[src/rtl/dmem_wbuf_ctrl.sv]
`default_nettype none
// ============================================================================
// Module      : dmem_wbuf_ctrl
// Description : Data-memory controller with a posted write buffer.
//               CPU stores are posted into a circular FIFO and drained to
//               external memory in the background. CPU loads are served
//               directly from the buffer when the address matches a pending
//               store (youngest entry wins). Otherwise the load stalls the
//               CPU and goes to memory ahead of any queued writes.
// Revision    : 1.0 - initial release
// ----------------------------------------------------------------------------
// Ports
//   clock      in   rising-edge clock
//   reset      in   asynchronous, active-low reset
//   cpu_addr   in   CPU word address
//   cpu_we     in   CPU store request
//   cpu_re     in   CPU load request
//   cpu_wdata  in   CPU store data
//   cpu_rdata  out  CPU load data (0 when no load is being returned)
//   cpu_hold   out  CPU stall
//   mem_req    out  external request (high in RD / WR only)
//   mem_we     out  external write strobe
//   mem_addr   out  external word address
//   mem_wdata  out  external write data
//   mem_rdata  in   external read data, valid with mem_ack
//   mem_ack    in   external transaction complete
//   wb_count   out  occupied write-buffer entries
//   idle       out  buffer empty and FSM in IDLE
// ============================================================================
module dmem_wbuf_ctrl #(
  parameter int DEPTH = 4,
  parameter int AW    = 10
) (
  input  logic                   clock,
  input  logic                   reset,
  input  logic [AW-1:0]          cpu_addr,
  input  logic                   cpu_we,
  input  logic                   cpu_re,
  input  logic [31:0]            cpu_wdata,
  output logic [31:0]            cpu_rdata,
  output logic                   cpu_hold,
  output logic                   mem_req,
  output logic                   mem_we,
  output logic [AW-1:0]          mem_addr,
  output logic [31:0]            mem_wdata,
  input  logic [31:0]            mem_rdata,
  input  logic                   mem_ack,
  output logic [$clog2(DEPTH):0] wb_count,
  output logic                   idle
);

  localparam int c_PW = $clog2(DEPTH);
  localparam int c_CW = c_PW + 1;
  localparam logic [c_CW-1:0] c_FULL = c_CW'(DEPTH);

  typedef enum logic [1:0] {
    ST_IDLE  = 2'd0,
    ST_RD    = 2'd1,
    ST_WR    = 2'd2,
    ST_RDONE = 2'd3
  } state_t;

  state_t          r_state;
  state_t          w_state_nxt;

  // Write-buffer storage and bookkeeping
  logic [AW-1:0]   r_buf_addr [DEPTH];
  logic [31:0]     r_buf_data [DEPTH];
  logic [c_PW-1:0] r_head;
  logic [c_PW-1:0] r_tail;
  logic [c_CW-1:0] r_count;

  // Load-miss bookkeeping
  logic [31:0]     r_rd_buf;
  logic [AW-1:0]   r_rd_addr;

  logic            w_full;
  logic            w_load;
  logic            w_hit;
  logic [31:0]     w_hit_data;
  logic            w_miss;
  logic            w_push;
  logic            w_pop;
  logic            w_rd_start;
  logic            w_hold;
  logic [31:0]     w_rdata;

  // A store wins over a simultaneous load; the load is simply ignored.
  assign w_full = (r_count == c_FULL);
  assign w_load = cpu_re & ~cpu_we;

  // Full check uses the registered count only, so a pop in the same cycle
  // never lets a store slip into a full buffer.
  assign w_push = cpu_we & ~w_full;

  // Store-to-load forwarding. Entries are scanned oldest to youngest from
  // the head so the last match (youngest store) is the one returned.
  always_comb begin
    w_hit      = 1'b0;
    w_hit_data = '0;
    for (int k = 0; k < DEPTH; k++) begin
      if ((c_CW'(k) < r_count) &&
          (r_buf_addr[r_head + c_PW'(k)] == cpu_addr)) begin
        w_hit      = 1'b1;
        w_hit_data = r_buf_data[r_head + c_PW'(k)];
      end
    end
  end

  assign w_miss = w_load & ~w_hit;

  // Next-state logic. A pending load miss takes priority over draining,
  // which lets the read overtake older buffered writes. This is safe
  // because a miss by definition matches none of them.
  always_comb begin
    w_state_nxt = r_state;
    w_pop       = 1'b0;
    w_rd_start  = 1'b0;
    case (r_state)
      ST_IDLE: begin
        if (w_miss) begin
          w_state_nxt = ST_RD;
          w_rd_start  = 1'b1;
        end else if (r_count != '0) begin
          w_state_nxt = ST_WR;
        end
      end
      ST_RD: begin
        if (mem_ack) begin
          w_state_nxt = ST_RDONE;
        end
      end
      ST_WR: begin
        if (mem_ack) begin
          w_pop       = 1'b1;
          w_state_nxt = ST_IDLE;
        end
      end
      ST_RDONE: begin
        w_state_nxt = ST_IDLE;
      end
      default: begin
        w_state_nxt = ST_IDLE;
      end
    endcase
  end

  // CPU-side response. A missing load remains stalled until RDONE, where the
  // captured read data is presented for exactly one cycle.
  always_comb begin
    w_hold  = 1'b0;
    w_rdata = '0;
    if (cpu_we) begin
      w_hold = w_full;
    end else if (cpu_re) begin
      if (w_hit) begin
        w_rdata = w_hit_data;
      end else if (r_state == ST_RDONE) begin
        w_rdata = r_rd_buf;
      end else begin
        w_hold = 1'b1;
      end
    end
  end

  // CPU outputs are forced low while reset is asserted, regardless of
  // what the CPU is driving.
  assign cpu_hold  = w_hold & reset;
  assign cpu_rdata = reset ? w_rdata : 32'h0;

  // Memory-side outputs are pure functions of the state and the latched
  // address or head entry, so they hold steady for the whole request.
  always_comb begin
    mem_req   = 1'b0;
    mem_we    = 1'b0;
    mem_addr  = '0;
    mem_wdata = '0;
    case (r_state)
      ST_RD: begin
        mem_req  = 1'b1;
        mem_addr = r_rd_addr;
      end
      ST_WR: begin
        mem_req   = 1'b1;
        mem_we    = 1'b1;
        mem_addr  = r_buf_addr[r_head];
        mem_wdata = r_buf_data[r_head];
      end
      default: begin
        mem_req = 1'b0;
      end
    endcase
  end

  assign wb_count = r_count;
  assign idle     = (r_count == '0) && (r_state == ST_IDLE);

  // Control state
  always_ff @(posedge clock or negedge reset) begin
    if (!reset) begin
      r_state   <= ST_IDLE;
      r_head    <= '0;
      r_tail    <= '0;
      r_count   <= '0;
      r_rd_buf  <= '0;
      r_rd_addr <= '0;
    end else begin
      r_state <= w_state_nxt;
      if (w_push) begin
        r_tail <= r_tail + c_PW'(1);
      end
      if (w_pop) begin
        r_head <= r_head + c_PW'(1);
      end
      case ({w_push, w_pop})
        2'b10:   r_count <= r_count + c_CW'(1);
        2'b01:   r_count <= r_count - c_CW'(1);
        default: r_count <= r_count;
      endcase
      if (w_rd_start) begin
        r_rd_addr <= cpu_addr;
      end
      if ((r_state == ST_RD) && mem_ack) begin
        r_rd_buf <= mem_rdata;
      end
    end
  end

  // Buffer payload. It needs no reset because r_count gates every read.
  always_ff @(posedge clock) begin
    if (w_push && reset) begin
      r_buf_addr[r_tail] <= cpu_addr;
      r_buf_data[r_tail] <= cpu_wdata;
    end
  end

endmodule
`default_nettype wire

[config.mk]
export PLATFORM = sky130hd
export DESIGN_NAME = dmem_wbuf_ctrl
export DESIGN_NICKNAME = d
export VERILOG_FILES = /design/src/rtl/dmem_wbuf_ctrl.sv
export SDC_FILE = /design/constraint.sdc
export NUM_CORES = 1
export LEC_CHECK = 0
export ABC_AREA = 1
export ABC_CLOCK_PERIOD_IN_PS = 3900
export CAP_MARGIN = 20
export CELL_PAD_IN_SITES_DETAIL_PLACEMENT = 1
export CELL_PAD_IN_SITES_GLOBAL_PLACEMENT = 1
export CORE_MARGIN = 2
export CORE_UTILIZATION = 42
export CTS_BUF_LIST = sky130_fd_sc_hd__clkbuf_16
export CTS_CLUSTER_SIZE = 14
export DETAILED_ROUTE_END_ITERATION = 6
export PLACE_DENSITY_LB_ADDON = 0.1
export SLEW_MARGIN = 20
export SYNTH_ARGS = -nofsm -noshare
export SYNTH_HDL_FRONTEND = slang
export SYNTH_SLANG_ARGS = --single-unit
[constraint.sdc]
create_clock -name clock -period 3.9 [get_ports clock]
set_input_delay 1.17 -clock clock [delete_from_list [all_inputs] [get_ports clock]]
set_output_delay 1.17 -clock clock [all_outputs]
set_load 0.02 [all_outputs]
==> run metrics, run 1 <==
run status finished with violations; failing checks setup timing; peak supply drop 0.649 mV; die height 189 um; placed cell area ~18,000 um2; dpl hpwl between 30,000 and 40,000 um; worst skew pair latency 0.57 ns; CTS tree yes; Worst Skew 0.0121 ns; vias in the first global route 16.9k; critical path data required time roughly 2.7 ns; Starting DRT DRC Count 1,033; initial antenna violation count 4; Synthesized Nets between 2k and 2.5k; sequential share of the synthesized area 43.7%; clock sink count 219; Final min period ~4.6 ns; pwr dens 749 nW/um2; most frequent cell after synthesis nand2_1; Root Driver clkbuf_16; Core ar. 33,700 um2; Vias/cell 5.65; crit-path max cell delay 0.53 ns; final std cells w/o fill 2,804; Final period util 117%; DRC Markers 0; cell row count 67; final setup vio count 33; Post-DRT Antenna Nets 0; Post-Syn Instances about 2.0k; Max H-tree Level 1; Crit Path Max Fanout 8; share of cells above drive strength 1 26.4%; Synth Register Bits 219; post-synth design cell area 14,400 um2; chip width 189 um; Slew @ Worst Pin between 0.9 and 1 ns; fin area around 21,000 um2; Top FF cell, synth edfxtp_1; Slew HR about two fifths; Starting Density 42.9%; IO Pins 160; Max Cap Viol 0; largest net degree at the start of global routing 58; first-pass GRT wire length 93,400 um; Total GRT Usage approximately 34%; slowest CP cell dfrtp_4; Place WS -1.24 ns; setup_tns -19.38 ns; wire length per cell 22.0 um; Die ar. 35,900 um2; CP Buf/Inv Count 7; Hold Crit Class reg2reg; post-synth top area share 34.9%; fmax roughly 220 MHz; crit path DAT 3.40 ns; Top Family by Delay on Critical Path simple AND/OR/NAND/NOR gates; cell accounting for the most synthesized area edfxtp_1; final number of hold-violating endpoints 0; Critical Path Sink Type output port; top post-synthesis cells by count nand2_1 (696), o21ai_0 (278), inv_1 (214); nets roughly 2.4k; DRT Wirelength around 60,000 um; routed via count 15.9k; EDFF count, synth 168; DRT Pass-1 Iters 5; CTS max path bufs 3; syn avg cell area 7.11 um2; final RePlAce weighted congestion 0.959; type of the worst setup path reg2out; asr flop ratio synth 23.3%; layout overhead on the synthesized area 42.3%; CTS buffer count 28; post-layout power 0.0154 W; Worst setup SP type flop; PortBufs 159; Synth area leaders edfxtp_1 (35%), nand2_1 (18%), o21ai_0 (9.6%), dfrtp_1 (8.8%), nand3_1 (6.0%); grt total ovfl 0; Leakage 9.43 nW; YS warnings 0; dpl cells ~2.7k; fin. max-slew vios 0; Worst Slack Setup Final -0.675 ns; crit-path most repeated cell nand2_4; unrepaired setup endpoints after global routing true; fillers 4,051; worst path cell trace buf_12 > nand2_4 > nand2_4 > buf_12 > buf_8 > nand2_4 > nand2_2 > nand2_2 > nand2_1 > nor2_1 > nand2_1 > nor2_4 > buf_12 > nand2_8 > nand2_4 > nor2_4 > buf_6 > clkbuf_16 > nor2_4 > a21oi_2 > buf_4; clock transition at the registers of the reported paths 0.06 ns; Distinct cells, synth 29; Hold-fix buffers, CTS 0
-- per-stage QoR --
step | util (%) | hold slack (ns)
CTS | 59.8 | 0.497
global route | 61.0 | 0.514
detailed placement | 53.1 | 0.483
global placement | 53.1 | 0.473
floorplan | - | 0.459
finish | 61.0 | 0.497
-- cells by family (layout without fill, tap and decap cells) --
kind of cell               count (synthesis)  count (layout)  share of synthesized area, %
xor gates and xnor gates                   6               6                         0.364
muxes                                     32              32                          2.49
DFF                                      219             219                          43.7
and+or+nand+nor                         1065            1065                          30.4
buffers and inverters                    341             662                          9.47
adders and majority gates                 13              13                          1.13
other                                      0               3                             0
AOI/OAI and AO/OA                        356             356                          12.3
-- power by group --
part | switching (W) | internal, W | total, W
logic | 0.00591 | 0.00366 | 0.00957
clock network | 0.00106 | 0.00153 | 0.00258
registers | 0.000264 | 0.00299 | 0.00325
total | 0.00723 | 0.00818 | 0.0154
-- state kept, by name, indices dropped and copies added, names as in the netlist --
signal      flops
r_state         2
r_buf_data    128
r_tail          2
r_head          2
wb_count        3
r_rd_buf       32
r_rd_addr      10
r_buf_addr     40
-- worst reg2reg max path: cells and delay by family (launching register included) --
| kind | cells | cell delay (ns) |
|---|---|---|
| AND/OR/NAND/NOR | 13 | 1.14 |
| flip-flops | 1 | 0.53 |
| AO/OA/AOI/OAI | 1 | 0.07 |
| buffers and inverters | 7 | 1.14 |
-- repair_timing --
item                                   CTS  global route
resized for setup                      484           174
setup endpoints to repair               67            68
buffers inserted                        35             7
gates cloned                             8             3
pin swaps                               73            55
endpoints found under the hold margin    0             0
-- per-layer routing --
layer,share of wire [%],up-vias,global-route usage (%),wire (um)
met2,49,588,59.3,30300
met4,4.1,2,13.4,2520
met5,0.015,-,0,9
met3,5.7,185,4.36,3550
met1,41,7851,41.3,25400
li1,-,7224,-,-
-- placed cells by master (no fill, tap or decap), drive strengths merged, types with 3 or more instances in the layout --
master	Yosys	final
nor2	145	145
diode	0	3
clkinv	1	17
nand3b	33	33
nand2	700	700
clkdlybuf4s50	0	79
inv	216	220
nand3	172	172
buf	65	268
edfxtp	168	168
clkbuf	59	54
dlygate4sd2	0	13
ha	13	13
xor2	4	4
nor3	4	4
o21ai	308	308
clkdlybuf4s15	0	5
mux2	32	32
dfrtp	51	51
nand4	11	11
a21oi	47	47
bufinv	0	3
-- cell type report --
class | instances | area [um2] | share of cell area (%)
inverter | 217 | 822 | 4.00
clock inverter | 23 | 175 | 0.852
multi-input combinational | 1472 | 7840 | 38.1
clock buffer | 29 | 726 | 3.53
sequential | 219 | 6330 | 30.8
timing repair buffer | 393 | 4100 | 20.0
antenna | 3 | 7.51 | 0.0365
tap | 448 | 561 | 2.73
-- path summary, 6_finish.rpt --
kind	startpoint	to	slack [ns]	cells after the start
max in group asynchronous	reset	r_head[0]	2.36	2
min in group asynchronous	reset	r_tail[1]	0.86	2
min reg2reg	r_rd_addr[4]	r_rd_addr[4]	0.50	2
max	r_head[0]	cpu_rdata[28]	-0.67	21
min	r_rd_addr[4]	r_rd_addr[4]	0.50	2
max reg2reg	r_head[0]	r_rd_addr[6]	0.92	21
Note: power is estimated with default switching activity, not from simulation.
==> inputs of run 2 (changes only) <==
--- a/config.mk
+++ b/config.mk
@@ -6,7 +6,6 @@
 export NUM_CORES = 1
 export LEC_CHECK = 0
 export ABC_AREA = 1
-export ABC_CLOCK_PERIOD_IN_PS = 3900
 export CAP_MARGIN = 20
 export CELL_PAD_IN_SITES_DETAIL_PLACEMENT = 1
 export CELL_PAD_IN_SITES_GLOBAL_PLACEMENT = 1
@@ -15,6 +14,7 @@
 export CTS_BUF_LIST = sky130_fd_sc_hd__clkbuf_16
 export CTS_CLUSTER_SIZE = 14
 export DETAILED_ROUTE_END_ITERATION = 6
+export MAX_ROUTING_LAYER = met4
 export PLACE_DENSITY_LB_ADDON = 0.1
 export SLEW_MARGIN = 20
 export SYNTH_ARGS = -nofsm -noshare
==> run 2 against run 1 <==
  * The run still ends with setup timing left
  * Worst setup slack lost 0.050 ns
  * Die area unchanged
  * Via count grew 1.2%
  * Non-clock buffer count decreased by 4
  * Total power up 2.7%
  * Sequential power about the same
  * Critical path depth down 2
  * Core utilization fell by 0.052 points
  * Final cell count is 0.25% lower
  * Clock power is essentially flat
  * Global-route usage hardly changed
  * Critical path type unchanged
==> run metrics, run 2 (synthesized netlist as in run 1, its figures left out) <==
final RePlAce weighted congestion 0.987; fmax 216 MHz; Hold-fix buffers, CTS 0; Slew HR 40.1%; DRC Markers 0; Worst Hold End r_rd_buf[22]; final setup vio count 33; cell row count 67; DRT Wirelength about 64,000 um; FF-to-FF path depth 19; failing checks setup timing; chip width 189 um; DRT Pass-1 Iters 5; Max Cap Viol 0; share of cells above drive strength 1 24.6%; CTS buffer count 27; Starting Density 42.9%; Slew @ Worst Pin 0.899 ns; Largest regs r_buf_data (128), r_buf_addr (40), r_rd_buf (32); final number of hold-violating endpoints 0; crit path DAT between 3 and 4 ns; most frequent cells in the layout nand2_1 (632), o21ai_0 (234), inv_1 (214), buf_4 (170), edfxtp_1 (168); clock transition at the registers of the reported paths 0.06 ns; FF-to-FF End r_rd_addr[7]; critical path data required time about 2.7 ns; unrepaired setup endpoints after global routing true; dpl hpwl 39,100 um; Vias/cell 5.73; Max H-tree Level 1; type of the worst setup path reg2out; vias in the first global route 16.6k; Total GRT Usage about 34%; HP Start r_rd_buf[22]; Starting DRT DRC Count 1,159; Root Driver clkbuf_16; Post-DRT Antenna Nets 0; Die ar. around 36,000 um2; nets between 2k and 2.5k; most common cell after layout, fill and taps aside nand2_1; PortBufs 159; layout overhead on the synthesized area 42.2%; routed via count around 16k; pwr dens 770 nW/um2; Crit Path Max Fanout 7; Final period util 119%; Worst setup SP type flop; die height 189 um; first-pass GRT wire length 90,700 um; Most flops, register r_buf_data; fin. max-slew vios 0; initial antenna violation count 2; wire length per cell 23.0 um; Core ar. 33,700 um2; largest net degree at the start of global routing 115; Hold Crit Class reg2reg; placed cell area 17,900 um2; run status finished with violations; worst hold path depth 1; Critical Path Sink Type output port; setup_tns -21.43 ns; flop-to-flop setup slack 1.08 ns; worst r2r src r_head[0]; CTS tree yes; grt total ovfl 0; IO Pins 160; fin area 20,500 um2; CTS max path bufs 3; Final min period 4.62 ns; Util after Layout 61.0%; max reg flops 128; Worst Skew 0.0129 ns; Leakage just under 10 nW; clock sink count 219; peak supply drop 0.538 mV; Place WS -1.29 ns; Worst Slack Setup Final -0.725 ns; worst skew pair latency 0.56 ns
==> run 2: cell count changes in the layout (fill, tap and decap cells not counted), sizes merged, moves of 2 or more <==
cell / delta
clkdlybuf4s50: -2
clkinv: -8
dlymetal6s2s: +21
dlygate4sd2: -4
buf: -11
clkdlybuf4s15: -4
clkbuf: -7
inv: +6
==> run 2: worst max-delay path: stages (launching register included) <==
cell       delay [ns]
dfrtp_4          0.50
buf_12           0.17
bufbuf_16        0.28
nand2_2          0.11
nand3_4          0.11
nand2_2          0.10
nand2_1          0.07
nand2_2          0.12
nor3_2           0.06
nand2_1          0.08
nor2_2           0.06
buf_6            0.13
inv_1            0.10
nand2_2          0.07
nor2_4           0.16
buf_12           0.14
clkbuf_16        0.19
nor2_4           0.04
a21oi_2          0.19
buf_4            0.17
==> run 2: layout make-up <==
| type | count | area, um2 |
|---|---|---|
| diodes | 2 | 5.00 |
| clock buffers | 27 | 676 |
| clock inverters | 22 | 195 |
| fillers | 4060 | 13200 |
| inverters | 217 | 843 |
| multi-input cells | 1472 | 7780 |
| flip-flops and latches | 219 | 6330 |
| well taps | 448 | 561 |
| repair buffers | 389 | 4150 |
| repair inverters | 1 | 11.3 |
==> run 2: routing by layer <==
| metal | vias up | GRT usage [%] | routed length [um] |
|---|---|---|---|
| met3 | 215 | 4.30 | 4170 |
| met2 | 688 | 58.2 | 31500 |
| met4 | 0 | 12.3 | 2690 |
| met1 | 7919 | 39.8 | 25800 |
| met5 | - | - | 0 |
| li1 | 7213 | - | - |
==> run 2: worst max path at each step <==
stage / from / to / slack (ns) / cells after the start
finish: r_head[0] / cpu_rdata[28] / -0.72 / 19
CTS: r_head[0] / cpu_rdata[10] / -0.54 / 22
global route: r_head[0] / cpu_rdata[28] / -0.76 / 19
floorplan: cpu_we / r_buf_addr[0][0] / 0.05 / 4
detailed placement: cpu_addr[0] / cpu_rdata[28] / -1.29 / 14
global placement: cpu_addr[3] / cpu_rdata[28] / -1.25 / 14
==> run 2: what timing repair did <==
| action | in CTS | in global routing |
|---|---|---|
| pin swaps | 18 | 71 |
| setup buffers | 20 | 13 |
| resized for setup | 295 | 318 |
| gates cloned | 6 | 10 |
| endpoints found under the setup margin | 66 | 74 |
==> run 2: through the flow <==
step | hold WS, ns | power [W] | instances
after floorplan | 0.459 | 0.00786 | 2032
after global placement | 0.475 | 0.0109 | 2699
after detailed placement | 0.481 | 0.0112 | 2699
after CTS | 0.503 | 0.0146 | 2774
after global routing | 0.520 | 0.0167 | 2797
final | 0.506 | 0.0158 | 2797
==> run 2: where the power goes <==
part	total, W	internal, W	switching [W]
combinational	0.00999	0.00380	0.00620
clock	0.00257	0.00151	0.00107
sequential	0.00325	0.00299	0.000265
total	0.0158	0.00829	0.00753
